**config.mk**
```make
export PLATFORM = sky130hd
export DESIGN_NAME = rf_write_arbiter
export DESIGN_NICKNAME = d
export VERILOG_FILES = /design/src/rtl/rf_write_arbiter.sv
export SDC_FILE = /design/constraint.sdc
export NUM_CORES = 1
export LEC_CHECK = 0
export ABC_AREA = 1
export CORE_MARGIN = 2
export CORE_UTILIZATION = 60
export DETAILED_ROUTE_END_ITERATION = 8
export DONT_BUFFER_PORTS = 1
export PLACE_DENSITY = 0.76
export SYNTH_ARGS = -nofsm -noshare
export SYNTH_HDL_FRONTEND = slang
export SYNTH_SLANG_ARGS = --single-unit
```
**constraint.sdc**
```tcl
create_clock -name clk -period 5.9 [get_ports clk]
set_clock_uncertainty 0.05 [all_clocks]
set_input_delay 0.295 -clock clk [delete_from_list [all_inputs] [get_ports clk]]
set_output_delay 0.295 -clock clk [all_outputs]
set_load 0.01 [all_outputs]
```
**src/rtl/rf_write_arbiter.sv**
```systemverilog
// Shares the register-file write port between a single-cycle primary writeback
// path and a FIFO-buffered multi-cycle producer, with RAW hazard tracking.
// Latency: primary 1 cycle, secondary >= 2 cycles; mc_ready = !full, primary stalls only on starvation.
module rf_write_arbiter #(
    parameter int DATA_W       = 32,
    parameter int ADDR_W       = 5,
    parameter int DEPTH        = 2,
    parameter int STARVE_LIMIT = 4
) (
    input  logic              clk,
    input  logic              reset,
    input  logic              wb_valid,
    input  logic [ADDR_W-1:0] wb_reg,
    input  logic [DATA_W-1:0] wb_data,
    output logic              wb_stall,
    input  logic              mc_valid,
    output logic              mc_ready,
    input  logic [ADDR_W-1:0] mc_reg,
    input  logic [DATA_W-1:0] mc_data,
    input  logic [ADDR_W-1:0] rd_reg1,
    input  logic [ADDR_W-1:0] rd_reg2,
    output logic              rd_busy1,
    output logic              rd_busy2,
    output logic              reg_write,
    output logic [ADDR_W-1:0] write_reg,
    output logic [DATA_W-1:0] write_data,
    output logic              err
);

    localparam int PW = (DEPTH > 1) ? $clog2(DEPTH) : 1;
    localparam int CW = $clog2(DEPTH + 1);
    localparam int SW = $clog2(STARVE_LIMIT + 1);
    localparam logic [CW-1:0] FULL_CNT   = CW'(DEPTH);
    localparam logic [SW-1:0] STARVE_MAX = SW'(STARVE_LIMIT);

    logic              live_q [DEPTH];
    logic              live_k [DEPTH];
    logic              live_d [DEPTH];
    logic [ADDR_W-1:0] reg_q  [DEPTH];
    logic [DATA_W-1:0] data_q [DEPTH];

    logic [PW-1:0]     rd_ptr_q, rd_ptr_d;
    logic [PW-1:0]     wr_ptr_q, wr_ptr_d;
    logic [CW-1:0]     count_q, count_d;
    logic [SW-1:0]     starve_q, starve_d;
    logic              wb_stall_q, wb_stall_d;
    logic              err_q, err_d;
    logic              reg_write_q, reg_write_d;
    logic [ADDR_W-1:0] write_reg_q, write_reg_d;
    logic [DATA_W-1:0] write_data_q, write_data_d;

    logic empty, full, push, pop, prim_sel, kill, head_live;
    logic busy1, busy2;

    assign empty     = (count_q == '0);
    assign full      = (count_q == FULL_CNT);
    assign mc_ready  = !full && !reset;
    assign push      = mc_valid && mc_ready;
    assign prim_sel  = wb_valid && !wb_stall_q;
    // A forced stall hands the cycle to the head even if the primary misbehaves.
    assign pop       = !empty && (wb_stall_q || !wb_valid);
    assign kill      = prim_sel && (wb_reg != '0);
    assign head_live = !empty && live_q[rd_ptr_q];

    // Live bits after the same-cycle primary kill; hazards and next state both use these.
    always_comb begin
        busy1 = 1'b0;
        busy2 = 1'b0;
        for (int i = 0; i < DEPTH; i++) begin
            live_k[i] = live_q[i];
            if (kill && (reg_q[i] == wb_reg)) begin
                live_k[i] = 1'b0;
            end
            if (live_k[i] && (reg_q[i] == rd_reg1)) begin
                busy1 = 1'b1;
            end
            if (live_k[i] && (reg_q[i] == rd_reg2)) begin
                busy2 = 1'b1;
            end
        end
    end

    assign rd_busy1 = busy1 && (rd_reg1 != '0) && !reset;
    assign rd_busy2 = busy2 && (rd_reg2 != '0) && !reset;

    // The push lands after the kill so a newer buffered write to the same reg survives.
    always_comb begin
        for (int i = 0; i < DEPTH; i++) begin
            live_d[i] = live_k[i];
        end
        if (pop) begin
            live_d[rd_ptr_q] = 1'b0;
        end
        if (push) begin
            live_d[wr_ptr_q] = (mc_reg != '0);
        end
    end

    always_comb begin
        rd_ptr_d = pop  ? rd_ptr_q + PW'(1) : rd_ptr_q;
        wr_ptr_d = push ? wr_ptr_q + PW'(1) : wr_ptr_q;
        count_d  = count_q + CW'(push) - CW'(pop);
        err_d    = err_q || (wb_stall_q && wb_valid);

        reg_write_d  = 1'b0;
        write_reg_d  = write_reg_q;
        write_data_d = write_data_q;
        if (pop) begin
            reg_write_d  = live_q[rd_ptr_q];
            write_reg_d  = reg_q[rd_ptr_q];
            write_data_d = data_q[rd_ptr_q];
        end else if (prim_sel) begin
            reg_write_d  = (wb_reg != '0);
            write_reg_d  = wb_reg;
            write_data_d = wb_data;
        end

        if (pop || empty) begin
            starve_d = '0;
        end else if (head_live && prim_sel && (starve_q != STARVE_MAX)) begin
            starve_d = starve_q + SW'(1);
        end else begin
            starve_d = starve_q;
        end
        wb_stall_d = (starve_d == STARVE_MAX);
    end

    always_ff @(posedge clk) begin
        if (reset) begin
            rd_ptr_q     <= '0;
            wr_ptr_q     <= '0;
            count_q      <= '0;
            starve_q     <= '0;
            wb_stall_q   <= 1'b0;
            err_q        <= 1'b0;
            reg_write_q  <= 1'b0;
            write_reg_q  <= '0;
            write_data_q <= '0;
            for (int i = 0; i < DEPTH; i++) begin
                live_q[i] <= 1'b0;
            end
        end else begin
            rd_ptr_q     <= rd_ptr_d;
            wr_ptr_q     <= wr_ptr_d;
            count_q      <= count_d;
            starve_q     <= starve_d;
            wb_stall_q   <= wb_stall_d;
            err_q        <= err_d;
            reg_write_q  <= reg_write_d;
            write_reg_q  <= write_reg_d;
            write_data_q <= write_data_d;
            for (int i = 0; i < DEPTH; i++) begin
                live_q[i] <= live_d[i];
            end
        end
    end

    // Payload storage needs no reset: an entry is only meaningful while counted.
    always_ff @(posedge clk) begin
        if (push) begin
            reg_q[wr_ptr_q]  <= mc_reg;
            data_q[wr_ptr_q] <= mc_data;
        end
    end

    assign wb_stall   = wb_stall_q;
    assign err        = err_q;
    assign reg_write  = reg_write_q;
    assign write_reg  = write_reg_q;
    assign write_data = write_data_q;

endmodule

```
==> qor.yml, run 1 <==
place:
  placed_cells: 628
  dpl_worst_slack_ns: 3.33
  numPortBuffers: 0
  dpl_cell_area_sq_um: 5340
  dp_hpwl_um: 7670
  place.gp.congestion: 0.873
logic_synthesis:
  synth.distinct_cells: 35
  ys_top_cells_by_area: "edfxtp_1, dfxtp_1, nand2_1"
  syn_area_sq_um: 5320
  synth_edf_count: 74
  ys_ff_latch: 124
  synth_commonest_cells: "nand2_1, edfxtp_1, dfxtp_1"
  synthArstFlopShare: 0
  syn_area_per_cell_sq_um: 9.79
  yosysMostFrequentCell: "nand2_1"
  synthesis.nets: 635
  synth.largest_area_cell: "edfxtp_1"
  syn_inst: 543
  synth_seq_area_share: 0.606
  ys.flop_type: "edfxtp_1"
  synth.top_cell.area_share: 0.418
  yosys_warnings: 0
clocking:
  cts_tree: "done"
  clk_latency_ns: 0.51
  path_clk_slew_ns: 0.06
  clockBufferDepth: 2
  clockRootBuffer: "clkbuf_8"
  cts_sinks: 124
  numCtsBuffers: 17
  htree_levels: 4
setup_path:
  cp.arrival_ns: 2.99
  crit_required_ns: 6.27
  crit_chain: "inv_2, nand2_4, o21ai_2, inv_2, ha_1, inv_1, ha_1, xor2_1, o21ai_0, a21oi_1"
  critPathLaunchType: "flip-flop"
  end_kind: "flip-flop"
  r2r_slack_ns: 3.29
  crit_type: "reg -> reg"
  startpoint: "wb_stall$_SDFF_PP0_"
  reg2reg_to: "count_q[1]$_SDFF_PP0_"
  r2r_start: "wb_stall$_SDFF_PP0_"
  critPathMaxStageDelay_ns: 0.61
  r2r_cells: 10
  cp_slowest_cell: "inv_2"
  crit_fanout: 47
floorplanning:
  die_w_um: 98.1
  start_util: 0.616
  core_area_sq_um: 8640
  die_y_um: 98.1
  design.die.area_sq_um: 9630
  ios: 131
  fp-row-count: 34
sta:
  hold_viol: 0
  hold_ws_ns: 0.0349
  setup_slack_ns: 3.29
  fin_tns_setup_ns: 0
  finalSetupViolations: 0
  fmax_ghz: 0.383
  finalCriticalPeriod_ns: 2.61
  slew_headroom: 0.359
  report.final.slew_viol_count: 0
  final.period_utilization: 0.443
  rsz0062_at_grt: "no"
  tightest_slew_ns: 0.958
grt:
  grt_pass1_vias: 4373
  gr-total-overflow: 0
  antenna_found_initial: 0
  grt_max_degree: 48
  grt_usage: 0.280
  grt_pass1_wl_um: 21100
drt:
  vias_per_cell: 5.69
  post-route-drc-count: 0
  wl_per_cell_um: 17.9
  drt_iter0_markers: 231
  ant_nets: 0
  routed_wl_um: 12900
  drt_first_pass_iters: 4
  vias: 4112
power_and_ir_drop:
  ir_drop_mv: 0.271
  pwr_density_cell_nw_per_um2: 400
  p_leak_nw: 2.59
flow_run:
  max_cap_viol_count: 0
cells_and_area:
  top_register: "data_q"
  design_area_sq_um: 6540
  areaGrowthSynthToFinish_pct: 23.0
  stdcell_count: 723
  fin_nets: 694
  antennaDiodeCount: 0
  drive_gt1_frac: 0.0829
  largest_register_ffs: 64
run_status:
  run_status: "finished clean"
worst_hold_path:
  hp-start: "wb_data[27]"
  hold_path_class: "in -> reg"
  worstHoldPathCells: 4
  holdPathEnd: "write_data[27]$_SDFFE_PP0P_"
[worst max-delay path: cells and delay by family, from the launching register on]
family | cells | cell delay [ns]
compound gates | 3 | 0.46
xor+xnor | 1 | 0.20
fa+ha+maj | 2 | 0.49
buf+inv | 3 | 0.73
simple gates | 1 | 0.17
flops | 1 | 0.42
[worst max path at each step]
stage               slack [ns]                endpoint
finish                    3.29   count_q[1]$_SDFF_PP0_
global route              3.10   count_q[1]$_SDFF_PP0_
CTS                       3.30   count_q[1]$_SDFF_PP0_
detailed placement        3.33   count_q[1]$_SDFF_PP0_
global placement          3.46   count_q[1]$_SDFF_PP0_
floorplan                 3.78  data_q[0][0]$_DFFE_PP_
[report_power, final]
| group | total, mW | internal [mW] | switching, mW |
|---|---|---|---|
| sequential | 1.15 | 1.03 | 0.121 |
| combinational | 0.459 | 0.161 | 0.298 |
| clock | 1.00 | 0.609 | 0.392 |
| total | 2.61 | 1.80 | 0.811 |
[cell families (layout without fill, tap and decap cells)]
kind of cell / Yosys count / after routing / synth area share
compound gates: 101 / 101 / 0.118
xor+xnor: 28 / 28 / 0.0461
fa+ha+maj: 4 / 4 / 0.00941
buf+inv: 74 / 146 / 0.0595
flops: 124 / 124 / 0.606
simple gates: 212 / 212 / 0.160
[layout make-up]
class                   count  area [sq um]
flip-flops and latches    124          3220
fillers                   584          2100
multi-input cells         345          1780
repair buffers             65           646
clock buffers              18           418
inverters                  49           184
clock inverters            14           156
well taps                 108           135
[per-layer routing]
layer | vias to the layer above | share of wire | global-route usage | routed length [um]
li1 | 1948 | - | - | -
met1 | 1955 | 0.39 | 0.341 | 5000
met2 | 188 | 0.51 | 0.472 | 6630
met3 | 21 | 0.086 | 0.0873 | 1110
met4 | 0 | 0.014 | 0.103 | 180
met5 | - | 0 | 0 | 0
[metrics by stage]
step / total power, mW / utilization
after floorplan: 1.50 / -
after global placement: 1.56 / 0.618
after detailed placement: 1.57 / 0.618
after CTS: 2.61 / 0.757
after global routing: 2.74 / 0.757
final: 2.61 / 0.757
[what timing repair did]
action | CTS | global route
hold endpoints to repair | 108 | 0
hold buffers | 63 | 0
buffers inserted | 0 | 0
resized for setup | 0 | 0
[cells in the final DEF (no fill, tap or decap), drive strengths merged]
cell           n
a21oi         19
a221oi         1
a22oi          4
a311oi         1
a31oi         21
and2           1
buf            2
bufinv         2
clkbuf        18
clkinv         5
clkinvlp       1
dfxtp         50
dlygate4sd3   63
edfxtp        74
ha             4
inv           55
nand2        154
nand3         15
nand4          1
nor2          32
nor3           2
o211ai        12
o21ai         28
o21bai         9
o22ai          2
o311ai         2
o41ai          2
or2            7
xnor2         24
xor2           4
No activity file was read; power rests on OpenSTA's default activity.
==> run 2, diff against run 1 <==
- ABC_AREA: 1 -> 0
- clock period: 5.9 -> 2.7 ns (I/O delays scaled with it)
==> qor.yml, run 2 <==
floorplanning:
  ios: 131  # unchanged
  core_area_sq_um: 8590  # -0.49%
  fp-row-count: 34  # unchanged
  start_util: 0.608  # -0.00758
  design.die.area_sq_um: 9470  # -1.6%
  die_y_um: 97.3  # -0.83%
  die_w_um: 97.3  # -0.83%
clocking:
  cts_tree: "done"
  numCtsBuffers: 17  # unchanged
  clk_latency_ns: 0.50  # about the same
  cts_sinks: 124  # unchanged
  htree_levels: 4  # unchanged
  clockBufferDepth: 2  # unchanged
  cts_setup_buffers: 0  # unchanged
  path_clk_slew_ns: 0.06  # about the same
  clockRootBuffer: "clkbuf_8"
drt:
  wl_per_cell_um: 18.6  # +4.2%
  met3WireLength_um: 805  # -27%
  post-route-drc-count: 0  # unchanged
  drt_first_pass_iters: 5  # +1
  maxUsedRoutingLayer: "met4"
  met2_wirelength_um: 6370  # -3.8%
  routed_wl_um: 12000  # -6.8%
  vias_per_cell: 5.84  # +2.6%
  drt-met1-wl_um: 4690  # -6.3%
  drt_iter0_markers: 193  # -16%
  ant_nets: 0  # unchanged
  vias: 3777  # -8.1%
setup_path:
  critPathLaunchType: "flip-flop"
  crit_required_ns: 3.09  # -3.18 ns
  crit_chain: "buf_4, mux2i_1, a211oi_1, a21oi_1, nor2_1, dlygate4sd3_1"
  path_delay_family: "buffers and inverters"
  cp.arrival_ns: 2.88  # -0.11 ns
  crit_fanout: 26  # -45%
  end_kind: "flip-flop"
  critPathMaxStageDelay_ns: 0.59  # -0.02 ns
  crit_type: "reg -> reg"
  cp_slowest_cell: "dlygate4sd3_1"
  path_buf_inv: 2  # -1
grt:
  antenna_found_initial: 0  # unchanged
  gr-total-overflow: 0  # unchanged
  grt_pass1_vias: 3857  # -12%
  grt_pass1_wl_um: 19400  # -7.8%
  grt_usage: 0.262  # -0.0182
  grt_max_degree: 51  # +6.3%
sta:
  hold_viol: 0  # unchanged
  fin_tns_setup_ns: 0  # unchanged
  report.final.slew_viol_count: 0  # unchanged
  finalCriticalPeriod_ns: 2.50  # -0.116 ns
  final.period_utilization: 0.925  # +0.482
  rsz0062_at_grt: "no"
  setup_slack_ns: 0.202  # -3.08 ns
  tightest_slew_ns: 0.545  # -0.413 ns
  slew_headroom: 0.637  # +0.278
  fmax_ghz: 0.400  # +4.6%
  finalSetupViolations: 0  # unchanged
cells_and_area:
  drive_gt1_frac: 0.0891  # +0.00613
  fin_nets: 618  # -11%
  largest_register_ffs: 64  # unchanged
  layout_common_cells: "nor2_1, dlygate4sd3_1, edfxtp_1, dfxtp_1, a21oi_1"
  final_common_cell: "nor2_1"
  antennaDiodeCount: 0  # unchanged
  areaGrowthSynthToFinish_pct: 28.7
  top_register: "data_q"
power_and_ir_drop:
  ir_drop_mv: 0.507  # +87%
  pwr_density_cell_nw_per_um2: 858  # +110%
  p_leak_nw: 2.35  # -9.5%
logic_synthesis:
  yosysMostFrequentCell: "nor2_1"
  ys_top_cells_by_area: "edfxtp_1, dfxtp_1, mux2i_1"
  synth_edf_count: 74  # unchanged
  synth_commonest_cells: "nor2_1, edfxtp_1, dfxtp_1"
  yosys_warnings: 0  # unchanged
  syn_area_per_cell_sq_um: 11.7  # +20%
  synth_seq_area_share: 0.617  # +0.0106
  synth.top_cell.area_share: 0.425  # +0.00731
  synthArstFlopShare: 0  # unchanged
  syn_area_sq_um: 5230  # -1.7%
  synth.largest_area_cell: "edfxtp_1"
  ys.flop_type: "edfxtp_1"
  ys_ff_latch: 124  # unchanged
  syn_inst: 445  # -18%
  synth.distinct_cells: 34  # -2.9%
  synthesis.nets: 537  # -15%
place:
  place.gp.congestion: 0.915  # +4.8%
  dpl_worst_slack_ns: 0.694  # -2.64 ns
  numPortBuffers: 0  # unchanged
  dp_hpwl_um: 6970  # -9.1%
flow_run:
  max_cap_viol_count: 0  # unchanged
run_status:
  run_status: "finished clean"
worst_hold_path:
  hold_path_class: "in -> reg"
  hp-start: "wb_reg[3]"
## run 2: layout make-up
type                    count  area (sq um)
multi-input cells         290          1870
flip-flops and latches    124          3220
inverters                   3          11.3
fillers                   505          1870
clock buffers              19           442
well taps                 108           135
repair buffers             90           906
clock inverters            13           141
## run 2: metrics by stage
| step | instance area, sq um | hold WS, ns | std cells | util | power (mW) |
|---|---|---|---|---|---|
| CTS | 6720 | 0.0155 | 647 | 0.782 | 5.78 |
| global route | 6730 | 0.0804 | 647 | 0.783 | 6.02 |
| floorplan | 5230 | 0.184 | 445 | - | 3.30 |
| detailed placement | 5300 | 0.161 | 532 | 0.617 | 3.47 |
| finish | 6730 | 0.0413 | 647 | 0.783 | 5.77 |
| global placement | 5300 | 0.156 | 532 | 0.617 | 3.41 |
## run 2: final timing paths
path / to / slack [ns] / cells after the start
hold / removal: live_q[0]$_SDFF_PP0_ / 0.04 / 4
hold reg to reg: starve_q[2]$_SDFF_PP0_ / 0.47 / 1
setup reg to reg: write_data[23]$_SDFFE_PP0P_ / 0.20 / 6
setup / recovery: write_data[23]$_SDFFE_PP0P_ / 0.20 / 6
## run 2: routing by layer
metal | GRT usage | vias to the layer above
met5 | 0 | -
met1 | 0.314 | 1824
met4 | 0.0833 | 0
li1 | - | 1783
met2 | 0.460 | 154
met3 | 0.0705 | 16
## run 2: what timing repair did
item / 4_1_cts / 5_1_grt
setup endpoints to repair: 0 / 3
resized for setup: 0 / 1
hold buffers: 83 / 0
hold endpoints to repair: 124 / 0
## run 2: where the power goes
group / leakage, nW / internal (mW) / total, mW / switching [mW]
Sequential: 1.09 / 2.24 / 2.47 / 0.230
Clock: 0.281 / 1.37 / 2.18 / 0.818
Combinational: 0.975 / 0.486 / 1.12 / 0.631
## run 2: cell families (layout without fill, tap and decap cells)
kind of cell	Yosys count	after routing	synth area share
AOI/OAI and AO/OA	90	90	0.109
xor gates and xnor gates	34	34	0.0570
adders and majority gates	4	4	0.00958
buffers and inverters	31	125	0.0297
DFF	124	124	0.617
muxes	39	39	0.0750
and+or+nand+nor	123	123	0.102
## run 2: worst reg2reg max path, stage by stage (launching register included)
cell           delay (ns)
dfxtp_2              0.57
buf_4                0.49
mux2i_1              0.21
a211oi_1             0.31
a21oi_1              0.09
nor2_1               0.13
dlygate4sd3_1        0.59
